File: src/rtl/fp_addsub_seq.sv
// Sequential add/subtract for an 11-bit float {sign, exp[3:0], mant[5:0]}. Optional rounding: FP_ADDSUB_ROUND_EN.
// Latency: done rises 3+d+n edges after start is sampled (d = align shifts, n = norm shifts), +1 with rounding.
// Backpressure: none; start is only honoured in IDLE/DONE and ignored while busy, result is held until the next op.
`timescale 1ns/1ps
module fp_addsub_seq (
  input  logic        clk,
  input  logic        reset,
  input  logic        start,
  input  logic        op,
  input  logic [10:0] a,
  input  logic [10:0] b,
  output logic        busy,
  output logic        done,
  output logic [10:0] result,
  output logic        overflow,
  output logic        underflow
);

  localparam logic [2:0] S_IDLE   = 3'd0;
  localparam logic [2:0] S_ALIGN  = 3'd1;
  localparam logic [2:0] S_ADDSUB = 3'd2;
  localparam logic [2:0] S_NORM   = 3'd3;
`ifdef FP_ADDSUB_ROUND_EN
  localparam logic [2:0] S_ROUND  = 3'd4;
  localparam logic [2:0] S_POST_NORM = S_ROUND;
`else
  localparam logic [2:0] S_POST_NORM = 3'd5;
`endif
  localparam logic [2:0] S_DONE   = 3'd5;

  logic [2:0]  state_q, state_d;
  logic        big_sign_q, big_sign_d;   // operand sign, later the working result sign
  logic [3:0]  big_exp_q, big_exp_d;     // operand exponent, later the working result exponent
  logic [5:0]  big_mant_q, big_mant_d;
  logic [5:0]  small_mant_q, small_mant_d;
  logic        eff_sub_q, eff_sub_d;
  logic [3:0]  diff_q, diff_d;
  logic [2:0]  cnt_q, cnt_d;
  logic [6:0]  sum_q, sum_d;
  logic        ovf_q, ovf_d;
  logic        unf_q, unf_d;
  logic [10:0] result_q, result_d;
  logic        overflow_q, overflow_d;
  logic        underflow_q, underflow_d;
`ifdef FP_ADDSUB_ROUND_EN
  logic        guard_q, guard_d;
  logic [6:0]  round_sum;
`endif

  // Operand steering at capture: B carries its effective sign, larger {exp,mant} becomes "big".
  logic       b_eff_sign;
  logic       a_is_big;
  assign b_eff_sign = b[10] ^ op;
  assign a_is_big   = (a[9:0] >= b[9:0]);

  // Next-state and datapath for the whole sequence.
  always_comb begin
    state_d      = state_q;
    big_sign_d   = big_sign_q;
    big_exp_d    = big_exp_q;
    big_mant_d   = big_mant_q;
    small_mant_d = small_mant_q;
    eff_sub_d    = eff_sub_q;
    diff_d       = diff_q;
    cnt_d        = cnt_q;
    sum_d        = sum_q;
    ovf_d        = ovf_q;
    unf_d        = unf_q;
    result_d     = result_q;
    overflow_d   = overflow_q;
    underflow_d  = underflow_q;
`ifdef FP_ADDSUB_ROUND_EN
    guard_d      = guard_q;
    round_sum    = sum_q + 7'd1;
`endif

    case (state_q)
      S_IDLE, S_DONE: begin
        if (start) begin
          big_sign_d   = a_is_big ? a[10]   : b_eff_sign;
          big_exp_d    = a_is_big ? a[9:6]  : b[9:6];
          big_mant_d   = a_is_big ? a[5:0]  : b[5:0];
          small_mant_d = a_is_big ? b[5:0]  : a[5:0];
          diff_d       = a_is_big ? (a[9:6] - b[9:6]) : (b[9:6] - a[9:6]);
          eff_sub_d    = (a[10] != b_eff_sign);
          cnt_d        = 3'd0;
          ovf_d        = 1'b0;
          unf_d        = 1'b0;
          overflow_d   = 1'b0;
          underflow_d  = 1'b0;
`ifdef FP_ADDSUB_ROUND_EN
          guard_d      = 1'b0;
`endif
          state_d      = S_ALIGN;
        end else if (state_q == S_DONE) begin
          state_d = S_IDLE;
        end
      end

      S_ALIGN: begin
        // One bit per cycle; six shifts already empty the 6-bit mantissa.
        if (({1'b0, cnt_q} == diff_q) || (cnt_q == 3'd6)) begin
          state_d = S_ADDSUB;
        end else begin
          small_mant_d = {1'b0, small_mant_q[5:1]};
          cnt_d        = cnt_q + 3'd1;
`ifdef FP_ADDSUB_ROUND_EN
          guard_d      = small_mant_q[0];
`endif
        end
      end

      S_ADDSUB: begin
        if (eff_sub_q) sum_d = {1'b0, big_mant_q} - {1'b0, small_mant_q};
        else           sum_d = {1'b0, big_mant_q} + {1'b0, small_mant_q};
        state_d = S_NORM;
      end

      S_NORM: begin
        if (sum_q[6]) begin
          if (big_exp_q == 4'hF) begin
            ovf_d     = 1'b1;
            sum_d     = 7'h3F;
            state_d   = S_POST_NORM;
          end else begin
            sum_d     = {1'b0, sum_q[6:1]};
            big_exp_d = big_exp_q + 4'd1;
`ifdef FP_ADDSUB_ROUND_EN
            guard_d   = sum_q[0];
`endif
          end
        end else if (sum_q == 7'd0) begin
          // Exact cancellation always yields +0.
          big_sign_d = 1'b0;
          big_exp_d  = 4'd0;
          state_d    = S_POST_NORM;
        end else if (!sum_q[5]) begin
          if (big_exp_q == 4'd0) begin
            unf_d      = 1'b1;
            big_sign_d = 1'b0;
            sum_d      = 7'd0;
            state_d    = S_POST_NORM;
          end else begin
            sum_d     = {sum_q[5:0], 1'b0};
            big_exp_d = big_exp_q - 4'd1;
          end
        end else begin
          state_d = S_POST_NORM;
        end
      end

`ifdef FP_ADDSUB_ROUND_EN
      S_ROUND: begin
        // Round half up; saturated, flushed and zero results are left alone.
        if (!ovf_q && !unf_q && (sum_q != 7'd0) && guard_q) begin
          if (round_sum[6]) begin
            if (big_exp_q == 4'hF) begin
              ovf_d = 1'b1;
              sum_d = 7'h3F;
            end else begin
              sum_d     = 7'h20;
              big_exp_d = big_exp_q + 4'd1;
            end
          end else begin
            sum_d = round_sum;
          end
        end
        state_d = S_DONE;
      end
`endif

      default: state_d = S_IDLE;
    endcase

    // Visible result and flags change only on the way into DONE.
    if ((state_d == S_DONE) && (state_q != S_DONE)) begin
      result_d    = {big_sign_d, big_exp_d, sum_d[5:0]};
      overflow_d  = ovf_d;
      underflow_d = unf_d;
    end
  end

  // State registers; reset abandons any operation in flight.
  always_ff @(posedge clk or posedge reset) begin
    if (reset) begin
      state_q      <= S_IDLE;
      big_sign_q   <= 1'b0;
      big_exp_q    <= 4'd0;
      big_mant_q   <= 6'd0;
      small_mant_q <= 6'd0;
      eff_sub_q    <= 1'b0;
      diff_q       <= 4'd0;
      cnt_q        <= 3'd0;
      sum_q        <= 7'd0;
      ovf_q        <= 1'b0;
      unf_q        <= 1'b0;
      result_q     <= 11'd0;
      overflow_q   <= 1'b0;
      underflow_q  <= 1'b0;
`ifdef FP_ADDSUB_ROUND_EN
      guard_q      <= 1'b0;
`endif
    end else begin
      state_q      <= state_d;
      big_sign_q   <= big_sign_d;
      big_exp_q    <= big_exp_d;
      big_mant_q   <= big_mant_d;
      small_mant_q <= small_mant_d;
      eff_sub_q    <= eff_sub_d;
      diff_q       <= diff_d;
      cnt_q        <= cnt_d;
      sum_q        <= sum_d;
      ovf_q        <= ovf_d;
      unf_q        <= unf_d;
      result_q     <= result_d;
      overflow_q   <= overflow_d;
      underflow_q  <= underflow_d;
`ifdef FP_ADDSUB_ROUND_EN
      guard_q      <= guard_d;
`endif
    end
  end

  assign busy = (state_q == S_ALIGN) || (state_q == S_ADDSUB) || (state_q == S_NORM)
`ifdef FP_ADDSUB_ROUND_EN
             || (state_q == S_ROUND)
`endif
             ;
  assign done      = (state_q == S_DONE);
  assign result    = result_q;
  assign overflow  = overflow_q;
  assign underflow = underflow_q;

endmodule

File: config.mk
export PLATFORM = sky130hd
export DESIGN_NAME = fp_addsub_seq
export DESIGN_NICKNAME = d
export VERILOG_FILES = /design/src/rtl/fp_addsub_seq.sv
export SDC_FILE = /design/constraint.sdc
export NUM_CORES = 1
export LEC_CHECK = 0
export CELL_PAD_IN_SITES_DETAIL_PLACEMENT = 1
export CELL_PAD_IN_SITES_GLOBAL_PLACEMENT = 1
export CORE_MARGIN = 2
export CORE_UTILIZATION = 47
export DETAILED_ROUTE_END_ITERATION = 8
export HOLD_SLACK_MARGIN = 0.02
export PLACE_DENSITY = 0.95
export SYNTH_ARGS = -nofsm -noshare
export SYNTH_HDL_FRONTEND = slang
export SYNTH_SLANG_ARGS = --single-unit
File: constraint.sdc
create_clock -name clk -period 4 [get_ports clk]
set_input_delay 0.6 -clock clk [delete_from_list [all_inputs] [get_ports clk]]
set_output_delay 0.6 -clock clk [all_outputs]
set_load 0.02 [all_outputs]
==> results.json, run 1 <==
{
  "setup-violations-final": 0,
  "ir_drop_mv": 0.236,
  "drcViolationCount": 0,
  "io_buffers": 40,
  "criticalPathCategory": "input pin to flop",
  "synth_top_area_cell": "dfrtp_1",
  "dr.pass1.iters": 4,
  "drv_cap": 0,
  "pwr-share-comb": 0.561,
  "netlist_area_um2": 3490,
  "cts_buffers": 5,
  "rows": 31,
  "synth_edf_count": 0,
  "htree_levels": 2,
  "whs_ns": 0.494,
  "synth_compound_area_frac": 0.210,
  "route.met2.wl_um": 4610,
  "holdCritPathClass": "flop to flop",
  "cts_sinks": 50,
  "status": "finished clean",
  "ant_nets": 0,
  "synth-seq-cells": 50,
  "met1_length_um": 3920,
  "layout.cells.non_filler": 518,
  "p_clk_frac": 0.106,
  "synthSimpleGateAreaFrac": 0.176,
  "setup_tns_ns": 0,
  "cts_resized": 0,
  "fin_crit_sh": 0.750,
  "clock.fmax_mhz": 333,
  "avgSynthCellArea_um2": 8.97,
  "grt_usage": 0.233,
  "syn_inst": 389,
  "io_pins": 41,
  "wl_um": 9080,
  "dr.first_iter.drc_count": 118,
  "num_antenna_cells": 0,
  "dp_cells": 510,
  "hold_violations": 0,
  "maxSlewViolCount": 0,
  "tightest_slew_ns": 1.05,
  "arrival_ns": 3.21,
  "root_buffer": "clkbuf_8",
  "skew_ns": 0.00563,
  "via_per_inst": 5.89,
  "fill_cells": 876,
  "period_minus_slack_ns": 3.00,
  "swShare": 0.459,
  "relSlewSlack": 0.296,
  "netlist.area_leader.share": 0.359,
  "crit_path_end_kind": "flop",
  "rsz0062_at_grt": "false",
  "cts_setup_buffers": 0,
  "die-area_um2": 8130,
  "overflow": 0,
  "seq_area_frac_synth": 0.359,
  "die_h_um": 90.2,
  "yosys_warnings": 0,
  "synth_area_leaders": "dfrtp_1 36%, ha_1 8.6%, a21oi_1 4.3%",
  "powerDensity_nw_per_um2": 716,
  "synth_most_common_cell": "dfrtp_1",
  "worstPathRequired_ns": 4.21,
  "start_util": 0.484,
  "synth_xor_area_frac": 0.0351,
  "pwr-share-seq": 0.332,
  "gp_congestion": 0.847,
  "cellLeakagePower_nw": 1.82,
  "core_area_um2": 7210,
  "clk_latency_ns": 0.30,
  "p_int_w": 0.00156,
  "synth-main-ff-cell": "dfrtp_1",
  "synthesis.nets": 442,
  "grt_pass1_wl_um": 15500,
  "drive_gt1_frac": 0.0764,
  "synth.distinct_cells": 59,
  "wire_per_inst_um": 17.5,
  "path_clk_slew_ns": 0.09,
  "clockBufferDepth": 2,
  "ctsHoldBuffers": 0,
  "grt_pass1_vias": 3212,
  "hpwl_um": 7090,
  "highest_layer": "met4",
  "antenna_found_initial": 0,
  "synth_commonest_cells": "50 x dfrtp_1, 39 x nand2_1, 30 x a21oi_1",
  "cp-start-kind": "input pin",
  "crit_path_max_fanout": 15,
  "switching_power_w": 0.00132,
  "cts_tree": "yes",
  "die_w_um": 90.2,
  "async_flop_share": 1.00,
  "nets": 471,
  "muxShareOfSynthArea": 0.0581,
  "vias": 3050,
  "dr_wl_met3_um": 350,
  "rrSetupSlack_ns": 1.46,
  "synthAdderAreaFrac": 0.103,
  "grt_max_degree": 51,
  "synth_top_family_by_area": "compound AO/OA/AOI/OAI gates",
  "area_growth_pct": 15.5
}
## cell families after synthesis
group,after synthesis
compound gates,108
xor+xnor,14
fa+ha+maj,27
buf+inv,49
flops,50
mux,18
simple gates,123
## worst max-delay path: stages
cell	delay (ns)
clkdlybuf4s50_1	0.48
inv_1	0.06
ha_1	0.37
nor2b_1	0.17
o21ai_0	0.23
o311ai_1	0.18
nor2_1	0.40
buf_4	0.32
a211oi_1	0.13
nor3_1	0.25
## layer usage
| layer | up-vias | GRT usage |
|---|---|---|
| li1 | 1455 | - |
| met1 | 1495 | 0.284 |
| met2 | 81 | 0.420 |
| met3 | 19 | 0.0386 |
| met4 | 0 | 0.0705 |
| met5 | - | 0 |
## sequential cells by signal (all words and copies together), names as in the netlist
| register | flops |
|---|---|
| big_mant_q | 6 |
| state_q | 3 |
| result | 11 |
| diff_q | 4 |
| big_sign_q | 1 |
| underflow | 1 |
| sum_q | 7 |
| unf_q | 1 |
| ovf_q | 1 |
| overflow | 1 |
| big_exp_q | 4 |
| cnt_q | 3 |
| small_mant_q | 6 |
| eff_sub_q | 1 |
## worst paths after layout
| path | cells after the start | end | start |
|---|---|---|---|
| worst max-delay path | 10 | small_mant_q[3] | a[8] |
| worst min-delay path | 2 | result[9] | result[9] |
| worst max register to register | 11 | result[3] | small_mant_q[0] |
| worst min register to register | 2 | result[9] | result[9] |
| max in group asynchronous | 2 | big_mant_q[1] | reset |
| min in group asynchronous | 2 | sum_q[4] | reset |
## cell type report
| type | count | area, µm² | area share |
|---|---|---|---|
| clock buffer | 7 | 86.3 | 0.0214 |
| clock inverter | 1 | 5.00 | 0.00124 |
| inverter | 29 | 114 | 0.0283 |
| multi-input combinational | 290 | 2030 | 0.505 |
| sequential | 50 | 1250 | 0.310 |
| tap | 99 | 124 | 0.0307 |
| timing repair buffer | 42 | 415 | 0.103 |
## cells in the final DEF (no fill, tap or decap), drive strengths merged, types with 4 or more instances in the layout
cell type,Yosys,layout
a211oi,4,4
a21o,5,5
a21oi,31,31
and3,5,5
clkbuf,10,7
clkdlybuf4s50,0,40
dfrtp,50,50
ha,24,24
inv,28,28
mux2,9,9
mux2i,9,9
nand2,40,40
nand2b,6,6
nand3,10,10
nand3b,4,4
nand4,4,4
nor2,27,27
nor2b,5,5
nor3,7,7
nor4,4,4
o21ai,28,28
o221ai,6,6
o311ai,4,4
xnor2,7,7
xor2,7,7
## power groups by stage
stage	Sequential, W	Clock (W)	Combinational [W]
finish	0.000958	0.000307	0.00162
global route	0.000991	0.000335	0.00181
CTS	0.000953	0.000316	0.00163
detailed placement	0.000960	0	0.00162
global placement	0.000944	0	0.00151
floorplan	0.000882	0	0.00123
## per-stage QoR
stage / utilization / area, µm² / worst slack [ns] / total power [W]
2_1_floorplan: - / 3490 / 1.76 / 0.00211
3_5_place_dp: 0.546 / 3940 / 0.733 / 0.00258
5_1_grt: 0.559 / 4030 / 0.771 / 0.00314
3_3_place_gp: 0.546 / 3940 / 0.884 / 0.00246
4_1_cts: 0.559 / 4030 / 1.05 / 0.00290
6_report: 0.559 / 4030 / 1.00 / 0.00288
No activity file was read; power rests on OpenSTA's default activity.
==> run 2, diff against run 1 <==
--- a/config.mk
+++ b/config.mk
@@ -8,10 +8,10 @@
 export CELL_PAD_IN_SITES_DETAIL_PLACEMENT = 1
 export CELL_PAD_IN_SITES_GLOBAL_PLACEMENT = 1
 export CORE_MARGIN = 2
-export CORE_UTILIZATION = 47
+export CORE_UTILIZATION = 43
 export DETAILED_ROUTE_END_ITERATION = 8
 export HOLD_SLACK_MARGIN = 0.02
-export PLACE_DENSITY = 0.95
+export PLACE_DENSITY = 0.88
 export SYNTH_ARGS = -nofsm -noshare
 export SYNTH_HDL_FRONTEND = slang
 export SYNTH_SLANG_ARGS = --single-unit
==> constraint.sdc (replaced) <==
create_clock -name clk -period 2.8 [get_ports clk]
set_input_delay 0.42 -clock clk [delete_from_list [all_inputs] [get_ports clk]]
set_output_delay 0.42 -clock clk [all_outputs]
set_load 0.02 [all_outputs]
==> results.json, run 2 (synthesis gave the netlist of run 1 again) <==
{
  "wire_per_inst_um": 17.3,
  "critPathLaunch": "a[6]",
  "powerDensity_nw_per_um2": 1020,
  "io_buffers": 40,
  "grt_pass1_vias": 3131,
  "grt_max_degree": 27,
  "design_area_um2": 4120,
  "dpl_cell_area_um2": 4010,
  "path_clk_slew_ns": 0.10,
  "cts_buffers": 5,
  "pwr-share-seq": 0.325,
  "p_clk_frac": 0.122,
  "drive_gt1_frac": 0.0935,
  "fill_cells": 920,
  "max_stage_delay_ns": 0.49,
  "setup-violations-final": 0,
  "cts_setup_buffers": 0,
  "cts_tree": "yes",
  "antenna_found_initial": 0,
  "arrival_ns": 2.73,
  "final_cell_mix": "50 x dfrtp_1, 40 x clkdlybuf4s50_1, 39 x nand2_1",
  "multi_input_area_um2": 2030,
  "status": "finished clean",
  "period_minus_slack_ns": 2.53,
  "crit_chain": "clkdlybuf4s50_1 -> ha_1 -> inv_1 -> fa_1 -> nor2b_1 -> o21ai_0 -> o311a_1 -> a221oi_1 -> a2111o_1 -> nand2_1",
  "ctsHoldBuffers": 0,
  "fin_crit_sh": 0.904,
  "cts_sinks": 50,
  "crit_slowest_cell": "clkdlybuf4s50_1",
  "nets": 480,
  "overflow": 0,
  "drcViolationCount": 0,
  "criticalPathCategory": "input pin to flop",
  "crit_path_max_fanout": 5,
  "start_util": 0.447,
  "crit_path_end_kind": "flop",
  "gp_congestion": 0.909,
  "r2r_cells": 11,
  "worstPathRequired_ns": 3.00,
  "htree_levels": 2,
  "rsz0062_at_grt": "false",
  "rows": 32,
  "die-area_um2": 8850,
  "via_per_inst": 5.72,
  "cts_resized": 0,
  "num_antenna_cells": 0,
  "clockBufferDepth": 2,
  "ir_drop_mv": 0.320,
  "holdCritPathClass": "input pin to asynchronous set/reset pin",
  "largest_reg_flops": 11,
  "vias": 3032,
  "relSlewSlack": 0.635,
  "p_int_w": 0.00231,
  "hpwl_um": 7270,
  "skew_ns": 0.0122,
  "wl_um": 9150,
  "core_area_um2": 7810,
  "swShare": 0.449,
  "grt_pass1_wl_um": 15400,
  "pwr-share-comb": 0.553,
  "r2r-start": "small_mant_q[0]",
  "hold_violations": 0,
  "root_buffer": "clkbuf_8",
  "drv_cap": 0,
  "final_common_cell": "dfrtp_1",
  "die_h_um": 94.1,
  "grt_usage": 0.222,
  "switching_power_w": 0.00188,
  "seq_area_um2": 1250,
  "io_pins": 41,
  "tightest_slew_ns": 0.547,
  "cp-start-kind": "input pin",
  "die_w_um": 94.1,
  "clk_latency_ns": 0.32,
  "final_util": 0.527,
  "dr.first_iter.drc_count": 58,
  "dr.pass1.iters": 4,
  "area_growth_pct": 18.0,
  "cellLeakagePower_nw": 1.86,
  "maxSlewViolCount": 0,
  "clock.fmax_mhz": 395,
  "ant_nets": 0
}
==> run 2: changes by cell type in the layout (fill, tap and decap cells not counted), sizes merged <==
cell	before	now
bufinv	0	1
buf	2	11
clkinv	2	1
==> run 2: final timing paths <==
check / to / slack, ns
max in group asynchronous: diff_q[1] / 1.75
hold reg to reg: result[7] / 0.49
setup / recovery: diff_q[3] / 0.27
setup reg to reg: result[3] / 0.29
min in group clk: result[7] / 0.49
hold / removal: big_mant_q[2] / 0.45
==> run 2: power groups by stage <==
stage               sequential (W)  clock, W  combinational [W]
floorplan                  0.00126         0            0.00175
global placement           0.00135         0            0.00218
detailed placement         0.00137         0            0.00231
CTS                        0.00136  0.000522            0.00234
global route               0.00140  0.000550            0.00260
finish                     0.00136  0.000513            0.00232
==> run 2: final cells by class <==
cell class	count	area share
clock buffers	7	0.0185
clock inverters	1	0.00729
inverters	29	0.0277
multi-input cells	290	0.494
flip-flops and latches	50	0.304
well taps	102	0.0310
repair buffers	51	0.117
==> run 2: stage by stage <==
stage | power, W | instances | hold slack (ns) | TNS (ns) | setup WS, ns
after floorplan | 0.00301 | 389 | 0.456 | 0 | 0.594
after global placement | 0.00353 | 522 | 0.465 | 0 | 0.132
after detailed placement | 0.00368 | 522 | 0.475 | -0.0178 | -0.0178
after CTS | 0.00422 | 530 | 0.465 | 0 | 0.294
after global routing | 0.00456 | 530 | 0.508 | 0 | 0.0766
final | 0.00419 | 530 | 0.450 | 0 | 0.270
==> run 2: worst max-delay path, delay by kind of cell <==
| family | cells | cell delay, ns |
|---|---|---|
| buffers and inverters | 2 | 0.54 |
| AO/OA/AOI/OAI | 4 | 1.00 |
| adder cells (fa/ha/maj) | 2 | 0.54 |
| AND/OR/NAND/NOR | 2 | 0.23 |
==> run 2: per-layer routing <==
metal	GRT usage	vias to the layer above	wire length (µm)
li1	-	1465	-
met1	0.281	1497	4080
met2	0.395	57	4670
met3	0.0265	13	244
met4	0.0676	0	159
met5	0	-	0
==> run 3, diff against run 2 <==
--- a/config.mk
+++ b/config.mk
@@ -8,10 +8,10 @@
 export CELL_PAD_IN_SITES_DETAIL_PLACEMENT = 1
 export CELL_PAD_IN_SITES_GLOBAL_PLACEMENT = 1
 export CORE_MARGIN = 2
-export CORE_UTILIZATION = 43
+export CORE_UTILIZATION = 39
 export DETAILED_ROUTE_END_ITERATION = 8
 export HOLD_SLACK_MARGIN = 0.02
-export PLACE_DENSITY = 0.88
+export PLACE_DENSITY = 0.85
 export SYNTH_ARGS = -nofsm -noshare
 export SYNTH_HDL_FRONTEND = slang
 export SYNTH_SLANG_ARGS = --single-unit
==> constraint.sdc (replaced) <==
create_clock -name clk -period 2.3 [get_ports clk]
set_input_delay 0.46 -clock clk [delete_from_list [all_inputs] [get_ports clk]]
set_output_delay 0.46 -clock clk [all_outputs]
set_load 0.02 [all_outputs]
==> results.json, run 3 (synthesis gave the netlist of run 1 again) <==
{
  "start_util": 0.402,
  "cts_buffers": 5,
  "gp_congestion": 0.896,
  "setup.worst_path.end": "sum_q[6]",
  "wl_um": 13600,
  "fin_crit_sh": 1.05,
  "period_minus_slack_ns": 2.43,
  "grt_max_degree": 37,
  "swShare": 0.472,
  "hold_violations": 0,
  "clock.fmax_mhz": 412,
  "io_buffers": 40,
  "holdPathStages": 2,
  "r2r_cells": 10,
  "grt_usage": 0.244,
  "grt_use_met1": 0.284,
  "grt_pass1_wl_um": 19100,
  "via_per_inst": 5.94,
  "drv_cap": 0,
  "skew_ns": 0.00753,
  "pwr-share-seq": 0.264,
  "relSlewSlack": 0.596,
  "htree_levels": 2,
  "powerDensity_nw_per_um2": 1240,
  "critPathLaunch": "small_mant_q[1]",
  "cts_tree": "yes",
  "final_cell_mix": "65 x buf_4, 49 x dfrtp_1, 39 x nand2_1",
  "dr.first_iter.drc_count": 143,
  "arrival_ns": 2.63,
  "rsz0062_at_grt": "true",
  "drive_gt1_frac": 0.313,
  "cts_sinks": 50,
  "final_common_cell": "buf_4",
  "crit_path_max_fanout": 2,
  "crit_path_end_kind": "flop",
  "worstPathRequired_ns": 2.51,
  "hpwl_um": 8150,
  "worst_slack_ns": -0.126,
  "multi_input_area_um2": 2390,
  "use_met2": 0.453,
  "ir_drop_mv": 0.567,
  "io_pins": 41,
  "largest_reg_flops": 11,
  "criticalPathCategory": "flop to flop",
  "die_w_um": 98.6,
  "pwr-share-comb": 0.647,
  "antenna_found_initial": 0,
  "die_h_um": 98.6,
  "clk_latency_ns": 0.32,
  "overflow": 0,
  "setup_tns_ns": -0.349,
  "clockBufferDepth": 2,
  "drcViolationCount": 0,
  "area_growth_pct": 43.6,
  "core_area_um2": 8680,
  "seq_area_um2": 1250,
  "r2r-end": "sum_q[6]",
  "rrSetupSlack_ns": -0.13,
  "p_int_w": 0.00329,
  "setup-violations-final": 6,
  "vias": 3544,
  "r2r-start": "small_mant_q[1]",
  "ctsHoldBuffers": 0,
  "nets": 541,
  "status": "finished, violations left",
  "holdCritPathClass": "flop to flop",
  "cp-start-kind": "flop",
  "pre_cts_ws_ns": -0.593,
  "ant_nets": 0,
  "dr.pass1.iters": 4,
  "die-area_um2": 9720,
  "maxSlewViolCount": 0,
  "rows": 34,
  "grt_busiest_layer": "met2",
  "wire_per_inst_um": 22.8,
  "cellLeakagePower_nw": 2.37,
  "p_clk_frac": 0.089,
  "switching_power_w": 0.00294,
  "met3_usage": 0.0312,
  "num_antenna_cells": 0,
  "violations": "setup timing",
  "path_clk_slew_ns": 0.09,
  "root_buffer": "clkbuf_8",
  "fill_cells": 981,
  "tightest_slew_ns": 0.606,
  "grt_pass1_vias": 3706
}
-- run 3: cell types whose count changed in the layout (fill, tap and decap cells not counted), moves of 5 or more --
| cell | previous run | this run |
|---|---|---|
| dlymetal6s2s_1 | 0 | 11 |
| a21oi_1 | 30 | 25 |
| dlygate4sd2_1 | 0 | 7 |
| inv_2 | 1 | 9 |
| ha_4 | 0 | 10 |
| buf_4 | 11 | 65 |
| clkdlybuf4s50_1 | 40 | 22 |
| ha_1 | 24 | 13 |
| o21ai_0 | 25 | 19 |
| inv_1 | 27 | 18 |
-- run 3: final cells by class --
class,instances,area share
Timing Repair Buffer,112,0.204
Tap cell,108,0.0270
Inverter,29,0.0232
Clock buffer,7,0.0172
Multi-Input combinational cell,290,0.477
Clock inverter,1,0.000999
Sequential cell,50,0.250
-- run 3: metrics by stage --
step                      area (µm²)  instances  hold slack (ns)  total power [W]   util
after floorplan                 3490        389            0.456          0.00367      -
after detailed placement        4390        574            0.475          0.00482  0.506
after global placement          4390        574            0.459          0.00455  0.506
final                           5010        597            0.487          0.00623  0.577
after global routing            5010        597            0.547          0.00659  0.577
after CTS                       4710        589            0.495          0.00560  0.543
-- run 3: how the worst min path moves through the flow --
stage / start / endpoint / slack (ns)
after floorplan: big_mant_q[2] / big_mant_q[2] / 0.46
after detailed placement: result[8] / result[8] / 0.48
after global placement: result[9] / result[9] / 0.46
final: result[8] / result[8] / 0.49
after CTS: result[8] / result[8] / 0.50
after global routing: result[8] / result[8] / 0.55
-- run 3: critical path, stage by stage, from the launching register on --
cell and delay, ns:
dfrtp_1 0.41, inv_2 0.10, ha_4 0.20, mux2_4 0.31
fa_2 0.41, nor2b_2 0.16, o21ai_1 0.09, nand2b_1 0.13
a31oi_1 0.10, xor2_1 0.18, a22o_1 0.21
-- run 3: power groups by stage --
stage	Combinational [W]	Clock, W	Sequential, W
after floorplan	0.00213	0	0.00153
after global placement	0.00297	0	0.00158
after detailed placement	0.00321	0	0.00161
after CTS	0.00344	0.000549	0.00160
after global routing	0.00431	0.000585	0.00169
final	0.00403	0.000555	0.00165
-- run 3: per-layer routing --
layer	routed length (µm)	vias to the layer above
met4	579	0
li1	-	1594
met3	507	48
met1	5070	1770
met5	0	-
met2	7440	132
-- run 3: timing repair --
| item | CTS | global route |
|---|---|---|
| setup buffers | 6 | 5 |
| cloned | 1 | 3 |
| gates resized for setup | 49 | 41 |
| endpoints found under the setup margin | 25 | 29 |
| pin swaps | 19 | 21 |
